**config.mk**
```make
export PLATFORM = sky130hd
export DESIGN_NAME = timer_multi
export DESIGN_NICKNAME = d
export VERILOG_FILES = /design/src/rtl/timer_multi.sv
export SDC_FILE = /design/constraint.sdc
export NUM_CORES = 2
export LEC_CHECK = 0
export BUFFER_PORTS_ARGS = -buffer_cell sky130_fd_sc_hd__buf_4
export CAP_MARGIN = 20
export CORE_MARGIN = 5
export CORE_UTILIZATION = 49
export CTS_CLUSTER_DIAMETER = 60
export DETAILED_ROUTE_END_ITERATION = 8
export GPL_TIMING_DRIVEN = 0
export PLACE_DENSITY_LB_ADDON = 0.08
export SLEW_MARGIN = 20
export SYNTH_ARGS = -nofsm -noshare
export SYNTH_HDL_FRONTEND = slang
export SYNTH_SLANG_ARGS = --single-unit
```
**constraint.sdc**
```tcl
create_clock -name clk -period 25.8 [get_ports clk]
set_input_delay 1.29 -clock clk [delete_from_list [all_inputs] [get_ports clk]]
set_output_delay 1.29 -clock clk [all_outputs]
set_load 0.005 [all_outputs]
```
**src/rtl/timer_multi.sv**
```systemverilog
// timer_multi: NUM_CH independent timer channels behind the MMIO slot bus.
// Each channel has a prescaler, an up/down counter with optional auto-reload,
// a compare register, sticky W1C status flags and a level interrupt.
//
// Ports:
//   clk, arst              clock, asynchronous active-high reset
//   chip_select/read/write slot request (write wins if both are high)
//   transaction_completed  master ack; releases the DONE state
//   addr[7:5]              channel index; addr[4:0] register offset
//   wr_data                write data (truncated to the register width)
//   rd_data                registered read data, zero-extended
//   wr_done, rd_done       one-cycle completion pulses (first DONE cycle)
//   idle                   high while the slot FSM is in IDLE
//   slave_error            write to read-only COUNT
//   decode_error           unmapped channel or offset
//   irq[NUM_CH]            per-channel registered level interrupt
//
// Handshake: a request is accepted only in IDLE when chip_select and read or
// write are high; the access executes in the single ACTIVE cycle; results are
// visible from the first DONE cycle and rd_data/error flags hold until the
// master raises transaction_completed, which returns the slot to IDLE.
module timer_multi #(
  parameter int NUM_CH  = 4,
  parameter int CNT_W   = 32,
  parameter int PRESC_W = 16
) (
  input  logic              clk,
  input  logic              arst,
  input  logic              chip_select,
  input  logic              read,
  input  logic              write,
  input  logic              transaction_completed,
  input  logic [7:0]        addr,
  input  logic [31:0]       wr_data,
  output logic [31:0]       rd_data,
  output logic              wr_done,
  output logic              rd_done,
  output logic              idle,
  output logic              slave_error,
  output logic              decode_error,
  output logic [NUM_CH-1:0] irq
);

  localparam logic [4:0] OFF_COUNT  = 5'h00;
  localparam logic [4:0] OFF_ARR    = 5'h04;
  localparam logic [4:0] OFF_CTRL   = 5'h08;
  localparam logic [4:0] OFF_PRESC  = 5'h0C;
  localparam logic [4:0] OFF_STATUS = 5'h10;
  localparam logic [4:0] OFF_CMP    = 5'h14;

  localparam logic [3:0]         NUM_CH_L = 4'(NUM_CH);
  localparam logic [CNT_W-1:0]   CNT_ONE  = CNT_W'(1);
  localparam logic [PRESC_W-1:0] PC_ONE   = PRESC_W'(1);

  typedef enum logic [1:0] {S_IDLE, S_ACTIVE, S_DONE} state_t;

  state_t state, state_next;
  logic   exec;

  // Captured request
  logic        req_write;
  logic [7:0]  req_addr;
  logic [31:0] req_wdata;

  // Channel state
  logic [CNT_W-1:0]   count_q [NUM_CH];
  logic [CNT_W-1:0]   arr_q   [NUM_CH];
  logic [CNT_W-1:0]   cmp_q   [NUM_CH];
  logic [PRESC_W-1:0] presc_q [NUM_CH];
  logic [PRESC_W-1:0] pc_q    [NUM_CH];
  logic [NUM_CH-1:0]  en_q, down_q, reload_q, irq_en_q, uf_q, cf_q;

  // Per-channel counting results for this cycle
  logic [CNT_W-1:0]   count_nxt [NUM_CH];
  logic [PRESC_W-1:0] pc_nxt    [NUM_CH];
  logic [NUM_CH-1:0]  tick, en_nxt, uf_set, cf_set, wr_hit;

  // Decode of the captured request
  logic [2:0]  ch_sel;
  logic [4:0]  off;
  logic        ch_ok, off_ok, dec_err, slv_err, wr_ok;
  logic [31:0] rd_val;

  wire start = chip_select && (read || write);

  function automatic logic [31:0] ext_cnt(input logic [CNT_W-1:0] v);
    logic [31:0] r;
    r = '0;
    r[CNT_W-1:0] = v;
    return r;
  endfunction

  function automatic logic [31:0] ext_presc(input logic [PRESC_W-1:0] v);
    logic [31:0] r;
    r = '0;
    r[PRESC_W-1:0] = v;
    return r;
  endfunction

  // ---------------- slot FSM: state register ----------------
  always_ff @(posedge clk or posedge arst) begin
    if (arst) state <= S_IDLE;
    else      state <= state_next;
  end

  // ---------------- slot FSM: next state ----------------
  always_comb begin
    state_next = state;
    case (state)
      S_IDLE:   if (start) state_next = S_ACTIVE;
      S_ACTIVE: state_next = S_DONE;
      S_DONE:   if (transaction_completed) state_next = S_IDLE;
      default:  state_next = S_IDLE;
    endcase
  end

  // ---------------- slot FSM: outputs ----------------
  always_comb begin
    idle = (state == S_IDLE);
    exec = (state == S_ACTIVE);
  end

  // Request capture; inputs are ignored outside IDLE.
  always_ff @(posedge clk or posedge arst) begin
    if (arst) begin
      req_write <= 1'b0;
      req_addr  <= '0;
      req_wdata <= '0;
    end else if (state == S_IDLE && start) begin
      req_write <= write;
      req_addr  <= addr;
      req_wdata <= wr_data;
    end
  end

  // ---------------- address decode and read mux ----------------
  always_comb begin
    ch_sel  = req_addr[7:5];
    off     = req_addr[4:0];
    ch_ok   = ({1'b0, ch_sel} < NUM_CH_L);
    off_ok  = (off == OFF_COUNT) || (off == OFF_ARR) || (off == OFF_CTRL) ||
              (off == OFF_PRESC) || (off == OFF_STATUS) || (off == OFF_CMP);
    dec_err = !(ch_ok && off_ok);
    slv_err = !dec_err && req_write && (off == OFF_COUNT);
    wr_ok   = exec && req_write && !dec_err && !slv_err;
    wr_hit  = '0;
    rd_val  = '0;
    for (int i = 0; i < NUM_CH; i++) begin
      if (ch_sel == 3'(i)) begin
        wr_hit[i] = wr_ok;
        case (off)
          OFF_COUNT:  rd_val = ext_cnt(count_q[i]);
          OFF_ARR:    rd_val = ext_cnt(arr_q[i]);
          OFF_CTRL:   rd_val = {28'h0, irq_en_q[i], reload_q[i], down_q[i], en_q[i]};
          OFF_PRESC:  rd_val = ext_presc(presc_q[i]);
          OFF_STATUS: rd_val = {29'h0, cf_q[i], uf_q[i], en_q[i]};
          OFF_CMP:    rd_val = ext_cnt(cmp_q[i]);
          default:    rd_val = '0;
        endcase
      end
    end
  end

  // Bus response registers: loaded in ACTIVE, visible from the first DONE cycle.
  always_ff @(posedge clk or posedge arst) begin
    if (arst) begin
      rd_data      <= '0;
      wr_done      <= 1'b0;
      rd_done      <= 1'b0;
      slave_error  <= 1'b0;
      decode_error <= 1'b0;
    end else begin
      wr_done <= 1'b0;
      rd_done <= 1'b0;
      if (exec) begin
        wr_done      <= req_write;
        rd_done      <= !req_write;
        slave_error  <= slv_err;
        decode_error <= dec_err;
        if (!req_write) rd_data <= dec_err ? 32'h0 : rd_val;
      end else if (state == S_DONE && transaction_completed) begin
        slave_error  <= 1'b0;
        decode_error <= 1'b0;
      end
    end
  end

  // ---------------- channel counting ----------------
  always_comb begin
    tick      = '0;
    en_nxt    = en_q;
    uf_set    = '0;
    cf_set    = '0;
    count_nxt = count_q;
    pc_nxt    = pc_q;
    for (int i = 0; i < NUM_CH; i++) begin
      tick[i] = en_q[i] && (pc_q[i] == presc_q[i]);
      if (en_q[i]) pc_nxt[i] = tick[i] ? '0 : pc_q[i] + PC_ONE;
      // Compare uses the counter value before this tick's update.
      cf_set[i] = tick[i] && (count_q[i] == cmp_q[i]);
      if (tick[i]) begin
        if (down_q[i]) begin
          if (count_q[i] == '0) begin
            uf_set[i] = 1'b1;
            if (reload_q[i]) count_nxt[i] = arr_q[i];
            else             en_nxt[i]    = 1'b0;
          end else begin
            count_nxt[i] = count_q[i] - CNT_ONE;
          end
        end else begin
          // >= so a counter already past a lowered ARR terminates at once.
          if (count_q[i] >= arr_q[i]) begin
            uf_set[i] = 1'b1;
            if (reload_q[i]) count_nxt[i] = '0;
            else             en_nxt[i]    = 1'b0;
          end else begin
            count_nxt[i] = count_q[i] + CNT_ONE;
          end
        end
      end
    end
  end

  // Channel registers. Counting updates come first; a register write in
  // the same cycle overrides them, except flag events, which beat W1C.
  always_ff @(posedge clk or posedge arst) begin
    if (arst) begin
      for (int i = 0; i < NUM_CH; i++) begin
        count_q[i] <= '0;
        arr_q[i]   <= '0;
        cmp_q[i]   <= '0;
        presc_q[i] <= '0;
        pc_q[i]    <= '0;
      end
      en_q     <= '0;
      down_q   <= '0;
      reload_q <= '0;
      irq_en_q <= '0;
      uf_q     <= '0;
      cf_q     <= '0;
    end else begin
      for (int i = 0; i < NUM_CH; i++) begin
        count_q[i] <= count_nxt[i];
        pc_q[i]    <= pc_nxt[i];
        en_q[i]    <= en_nxt[i];
        uf_q[i]    <= uf_q[i] | uf_set[i];
        cf_q[i]    <= cf_q[i] | cf_set[i];
        if (wr_hit[i]) begin
          case (off)
            OFF_ARR:   arr_q[i]   <= req_wdata[CNT_W-1:0];
            OFF_PRESC: presc_q[i] <= req_wdata[PRESC_W-1:0];
            OFF_CMP:   cmp_q[i]   <= req_wdata[CNT_W-1:0];
            OFF_CTRL: begin
              en_q[i]     <= req_wdata[0];
              down_q[i]   <= req_wdata[1];
              reload_q[i] <= req_wdata[2];
              irq_en_q[i] <= req_wdata[3];
              // Rising enable restarts the channel from its start value.
              if (!en_q[i] && req_wdata[0]) begin
                pc_q[i]    <= '0;
                count_q[i] <= req_wdata[1] ? arr_q[i] : '0;
              end
            end
            OFF_STATUS: begin
              uf_q[i] <= (uf_q[i] & ~req_wdata[1]) | uf_set[i];
              cf_q[i] <= (cf_q[i] & ~req_wdata[2]) | cf_set[i];
            end
            default: ;
          endcase
        end
      end
    end
  end

  // Interrupt lags the flags by one cycle.
  always_ff @(posedge clk or posedge arst) begin
    if (arst) irq <= '0;
    else      irq <= irq_en_q & (uf_q | cf_q);
  end

endmodule

```
* Word-level counts from Yosys, hierarchy flattened
Index checks and enable logic that the tools add are counted.
** Word-level totals
- Register bits :: 619
- Latch bits :: 0
- RAM bits :: 0
- Bits in read-only memories :: 0
- Input port bits :: 46
- Output and inout port bits :: 41
- Logic and storage cells :: 312
- Memories :: 0
** Cells by class
- Add/sub/neg operators :: 12
- Multipliers :: 0
- Divide/modulo/power cells :: 0
- $lt $le $gt $ge :: 5
- Equality and inequality tests :: 20
- Shifts and indexed selects :: 0
- Muxes and demuxes :: 141
- Bitwise gates (word level) :: 29
- Reductions and logical operators :: 60
** Operators with widths (count)
- 32-bit 2-to-1 mux :: 45
- 32-bit case mux with 6 select lines :: 4
- 16-bit 2-to-1 mux :: 20
- 32-bit by 1-bit adder with 32-bit output (second input constant) :: 4
- 32-bit == test :: 4
- 32-bit greater-or-equal comparator :: 4
- 32-bit logical NOT :: 4
- 32-bit by 1-bit subtractor with 32-bit output (second input constant) :: 4
- 1-bit 2-to-1 mux :: 69
- 16-bit by 1-bit adder with 16-bit output (second input constant) :: 4
- 16-bit == test :: 4
- 2-bit AND reduction :: 18
- 1-bit logical AND :: 21
- 1-bit OR :: 16
- 5-bit by 4-bit == test with 1-bit output (second input constant) :: 2
- 5-bit == test (second input constant) :: 2
- 1-bit AND :: 8
- 1-bit logical NOT :: 7
- 3-bit by 2-bit == test with 1-bit output (second input constant) :: 2
- 1-bit logical OR :: 6
- 2-bit case mux with 3 select lines :: 1
- 5-bit by 3-bit == test with 1-bit output (second input constant) :: 1
- 5-bit logical NOT :: 1
- 4-bit AND :: 1
- other kinds (12) :: 15

* Logic depth before layout (Yosys ltp)
- Depth after elaboration :: 13
- Gate-level depth with buffers :: 14
- Gate-level depth less buffers :: 10

* Worst setup path before layout
No wires, ideal clock.
- Path kind :: register to register
- Start :: register count_q[0] (netlist name)
- End :: register count_q[10] (netlist name)
- Library setup time :: 0.120 ns
- Data arrival time :: 3.004 ns
- Data required time :: 25.680 ns
- Path slack :: 22.676 ns
- Cell stages (with the launch flop) :: 12
- Buffers on the path :: 2
- Clock period less this slack :: 3.124 ns
- Cell sequence :: dfrtp_1 clkbuf_1 inv_1 ha_1 nand2b_1 a2111o_1 a32oi_1 a2111oi_0 o31ai_1 clkbuf_1 o21ai_0 a31o_2
** Between the ends
- Longest elaborated chain between the ends :: 7
- Elaborated cells between the ends (all ways) :: 11
- Those cells by class :: add/sub: 2; order compare: 1; mux: 7; reduce/logical: 1
** Ends and longest elaborated chain
- start: declaration :: RTL line 66 : logic [CNT_W-1:0] count_q [NUM_CH];
- start signal: indexed assignment :: RTL line 243 : count_q[i] <= count_nxt[i];
- start signal: indexed assignment :: RTL line 261 : count_q[i] <= req_wdata[1] ? arr_q[i] : '0;
- 32-bit by 1-bit adder with 32-bit output, or another cell as far along :: RTL line 217 : count_nxt[i] = count_q[i] + CNT_ONE;
- 32-bit 2-to-1 mux, on equally long branches :: RTL line 212, 203
- 32-bit 2-to-1 mux (*) :: RTL line 202 : if (down_q[i]) begin
- 32-bit 2-to-1 mux (*) :: RTL line 201 : if (tick[i]) begin
- 32-bit 2-to-1 mux :: RTL line 259 : if (!en_q[i] && req_wdata[0]) begin
- 32-bit 2-to-1 mux :: RTL line 249 : case (off)
- 32-bit 2-to-1 mux (*) :: RTL line 248 : if (wr_hit[i]) begin
Every way passes the cells marked *; elsewhere a longest branch is shown, timed or not.
A chain may end at the register's enable or synchronous reset.

* Final worst setup path
- Start :: register req_addr[0]
- End :: register rd_data[8]
** Between the ends
- Longest elaborated chain between the ends :: 8
- Elaborated cells between the ends (all ways) :: 21
- Those cells by class :: eq/ne: 5; mux: 9; reduce/logical: 7
** Ends and longest elaborated chain
- start: declaration :: RTL line 62 : logic [7:0] req_addr;
- start signal: assignment :: RTL line 131 : req_addr <= addr;
- branches (longest 7 deep; another with 32-bit case mux with 6 select lines)
- 32-bit 2-to-1 mux (*) :: RTL line 180 : if (!req_write) rd_data <= dec_err ? 32'h0 : rd_val;
- end signal: assignment :: RTL line 180
- end: declaration :: RTL line 35 : output logic [31:0] rd_data,
Mark *: on every way between the ends.

==> flow_summary.ini <==
[sta]
finalCritPeriodShare_pct = 19.3
setup_viol = 0
worst_slew_pin_slew_ns = 1.32
final_max_slew_viol_count = 0
rsz0062_at_grt = no
setup_ws_ns = 20.83
skew_ns = 0.0301
fin_crit_ns = 4.97
relSlewSlack_pct = 11.7
clock.fmax_ghz = 0.201
hold_viol_final = 0

[synthesis]
yosysTopAreaCell = dfrtp_1
synth_area_mm2 = 0.0424
synth_mux_area_share_pct = 6.97
synth-compound-area-share_pct = 21.9
synth_xor_area_share_pct = 5.52
syn_avg_cell_area_um2 = 8.51
synthMostInstantiatedCell = dfrtp_1
synth_top_area_share_pct = 36.5
synthFlopType = dfrtp_1
synth_cell_types = 99
async_flop_share_pct = 100
synth-seq-area-share_pct = 36.5
netlist_instances = 4979
ys_warn_count = 0
synth.area.top_cells = dfrtp_1 (37%), mux2_2 (6.5%), o21ai_0 (5.5%)
synth-simple-area-share_pct = 19.3
synthTopCellsByCount = dfrtp_1 (619), nand2_1 (516), o21ai_0 (469), a21oi_1 (365), clkbuf_1 (336)
syn-num-nets = 5169
synth-adder-area-share_pct = 4.25
synth_top_family_by_area = compound AO/OA/AOI/OAI gates
synth_edf_count = 0
synth_seq_cells = 619

[die]
die_area_mm2 = 0.0925
rows = 107
ios = 87
die_h_um = 304
coreArea_mm2 = 0.0855
start_util_pct = 49.6
die_width_um = 304

[pwr]
combinationalPowerShare_pct = 57.8
p_sw_share_pct = 53.6
power_frac_seq_pct = 21.4
p_leak_nw = 19.8
power_density_mw_per_mm2 = 121
clockPowerShare_pct = 20.8
netSwitchingPower_mw = 3.09
ir_drop_v = 0.000155
p_int_mw = 2.67

[clock_network]
clk_pin_slew_ns = 0.06
root_buffer = clkbuf_16
cts_setup_buffers = 0
clock_latency_ns = 0.69
htree_levels = 3
cts_made_buffers = 84
cts_resized = 0
clk_path_buf_depth = 3
cts_tree = yes
cts_sinks = 619
cts_hold_buf = 0

[placed_design]
gp_congestion = 1.12
port_buffers = 86
hpwl_um = 154000
dp.cells = 6219
pre_cts_ws_ns = 21.09
dpl_cell_area_mm2 = 0.0448

[setup_path]
crit_slowest_cell = buf_1
required_ns = 26.40
worstSetupStartpointType = flop
arrival_ns = 5.57
crit_fanout = 10
worst-path-buf-inv = 4
worstSetupPathType = flop to flop
critPathTopFamily = buffers and inverters
cp_common_cell = buf_1
path_cells = or4_1 > clkbuf_1 > nor2_1 > buf_2 > buf_1 > buf_1 > a221oi_1 > a21oi_1 > nand4_1 > nand2_1
slowest_delay_ns = 0.85
rrSetupSlack_ns = 20.83
end_kind = flop

[grt]
grt_antenna_before_repair = 11
grt_util_met2_pct = 60.4
grt_pass1_vias = 40709
track_usage_pct = 42.7
use_met1_pct = 59.6
grt_use_met3_pct = 10.6
grt_max_degree = 101
busiest_layer = met2
grt_overflow = 0
grt_pass1_wl_um = 293000

[routing]
drtAntennaViolNets = 0
route.vias.total = 44725
dr.pass1.iters = 9
wire_per_inst_um = 32.5
wirelength_um = 207000
via_per_inst = 7.02
first_iter_violations = 7561
drc = 11

[outcome]
outcome = finished with violations
violations = DRC

[job]
maxCapViolations = 0

[layout]
drive_gt1_share_pct = 11.7
nets = 5352
final_area_mm2 = 0.0476
syn_to_final_growth_pct = 12.2
instances_no_fill = 6373
fin_util_pct = 55.6

[worst_hold_path]
worstHoldPathType = flop to flop
area by class of cell:
class / count / area, µm²
diodes: 3 / 7.51
plain buffers: 415 / 1670
clock buffers: 114 / 2420
clock inverters: 36 / 362
fillers: 8054 / 38000
inverters: 188 / 713
multi-input cells: 3757 / 24600
flip-flops and latches: 619 / 15500
well taps: 1144 / 1430
repair buffers: 97 / 896
per-layer routing:
metal	wire length [µm]	up-vias
met1	80700	21782
met4	15500	4
met3	27400	717
li1	-	18695
met2	83600	3527
met5	24	-
worst reg2reg max path, cell delays in order, from the launching register on:
cell      delay, ns
dfrtp_1        0.52
or4_1          0.56
clkbuf_1       0.20
nor2_1         0.33
buf_2          0.42
buf_1          0.86
buf_1          0.84
a221oi_1       0.34
a21oi_1        0.46
nand4_1        0.25
nand2_1        0.12
logic make-up (layout without fill, tap and decap cells):
kind of cell	after synthesis	in the layout
simple gates	1627	1627
other cells	0	3
buf+inv	603	850
flops	619	619
mux	265	265
xor+xnor	267	267
compound gates	1454	1454
fa+ha+maj	144	144
worst paths after layout:
| path | endpoint | startpoint | cells past startpoint |
|---|---|---|---|
| worst max-delay path | rd_data[8] | req_addr[0] | 10 |
| worst min-delay path | rd_data[8] | rd_data[8] | 2 |
| worst max register to register | rd_data[8] | req_addr[0] | 10 |
| worst min register to register | rd_data[8] | rd_data[8] | 2 |
| max in group asynchronous | pc_q[11] | arst | 5 |
| min in group asynchronous | pc_q[56] | arst | 2 |
state kept, by name, summed over array words and instances (netlist names), 8 cells and up:
| name | cells |
|---|---|
| presc_q | 64 |
| cmp_q | 128 |
| count_q | 128 |
| rd_data | 32 |
| req_addr | 8 |
| pc_q | 64 |
| arr_q | 128 |
| req_wdata | 32 |
power by group through the flow:
| stage | logic [mW] | registers, mW | clock network [mW] |
|---|---|---|---|
| after floorplan | 1.91 | 1.17 | 0 |
| after global placement | 3.11 | 1.23 | 0 |
| after detailed placement | 3.14 | 1.23 | 0 |
| after CTS | 3.15 | 1.22 | 1.19 |
| after global routing | 3.44 | 1.23 | 1.24 |
| final | 3.32 | 1.23 | 1.20 |
through the flow:
step	power, mW	setup TNS, ns	hold WS, ns
6_report	5.76	0	0.468
5_1_grt	5.91	0	0.500
4_1_cts	5.56	0	0.469
3_5_place_dp	4.37	0	0.457
3_3_place_gp	4.35	-288.91	0.459
2_1_floorplan	3.07	0	0.463
cells in the final DEF, fill, tap and decap left out, types with 35 or more instances in the layout:
cell type	instances
dfrtp_1	619
nand2_1	516
o21ai_0	469
a21oi_1	365
clkbuf_1	333
nor2_1	300
mux2_2	243
inv_1	184
nand3_1	181
xnor2_1	178
ha_1	144
nor3_1	109
nand4_1	102
buf_4	93
a221oi_1	92
xor2_1	89
clkbuf_16	88
a22oi_1	81
nor4_1	76
and3_1	66
a31oi_1	38
buf_2	37
a222oi_1	36
or4_1	35
or3_1	35
No activity file was read; power rests on OpenSTA's default activity.
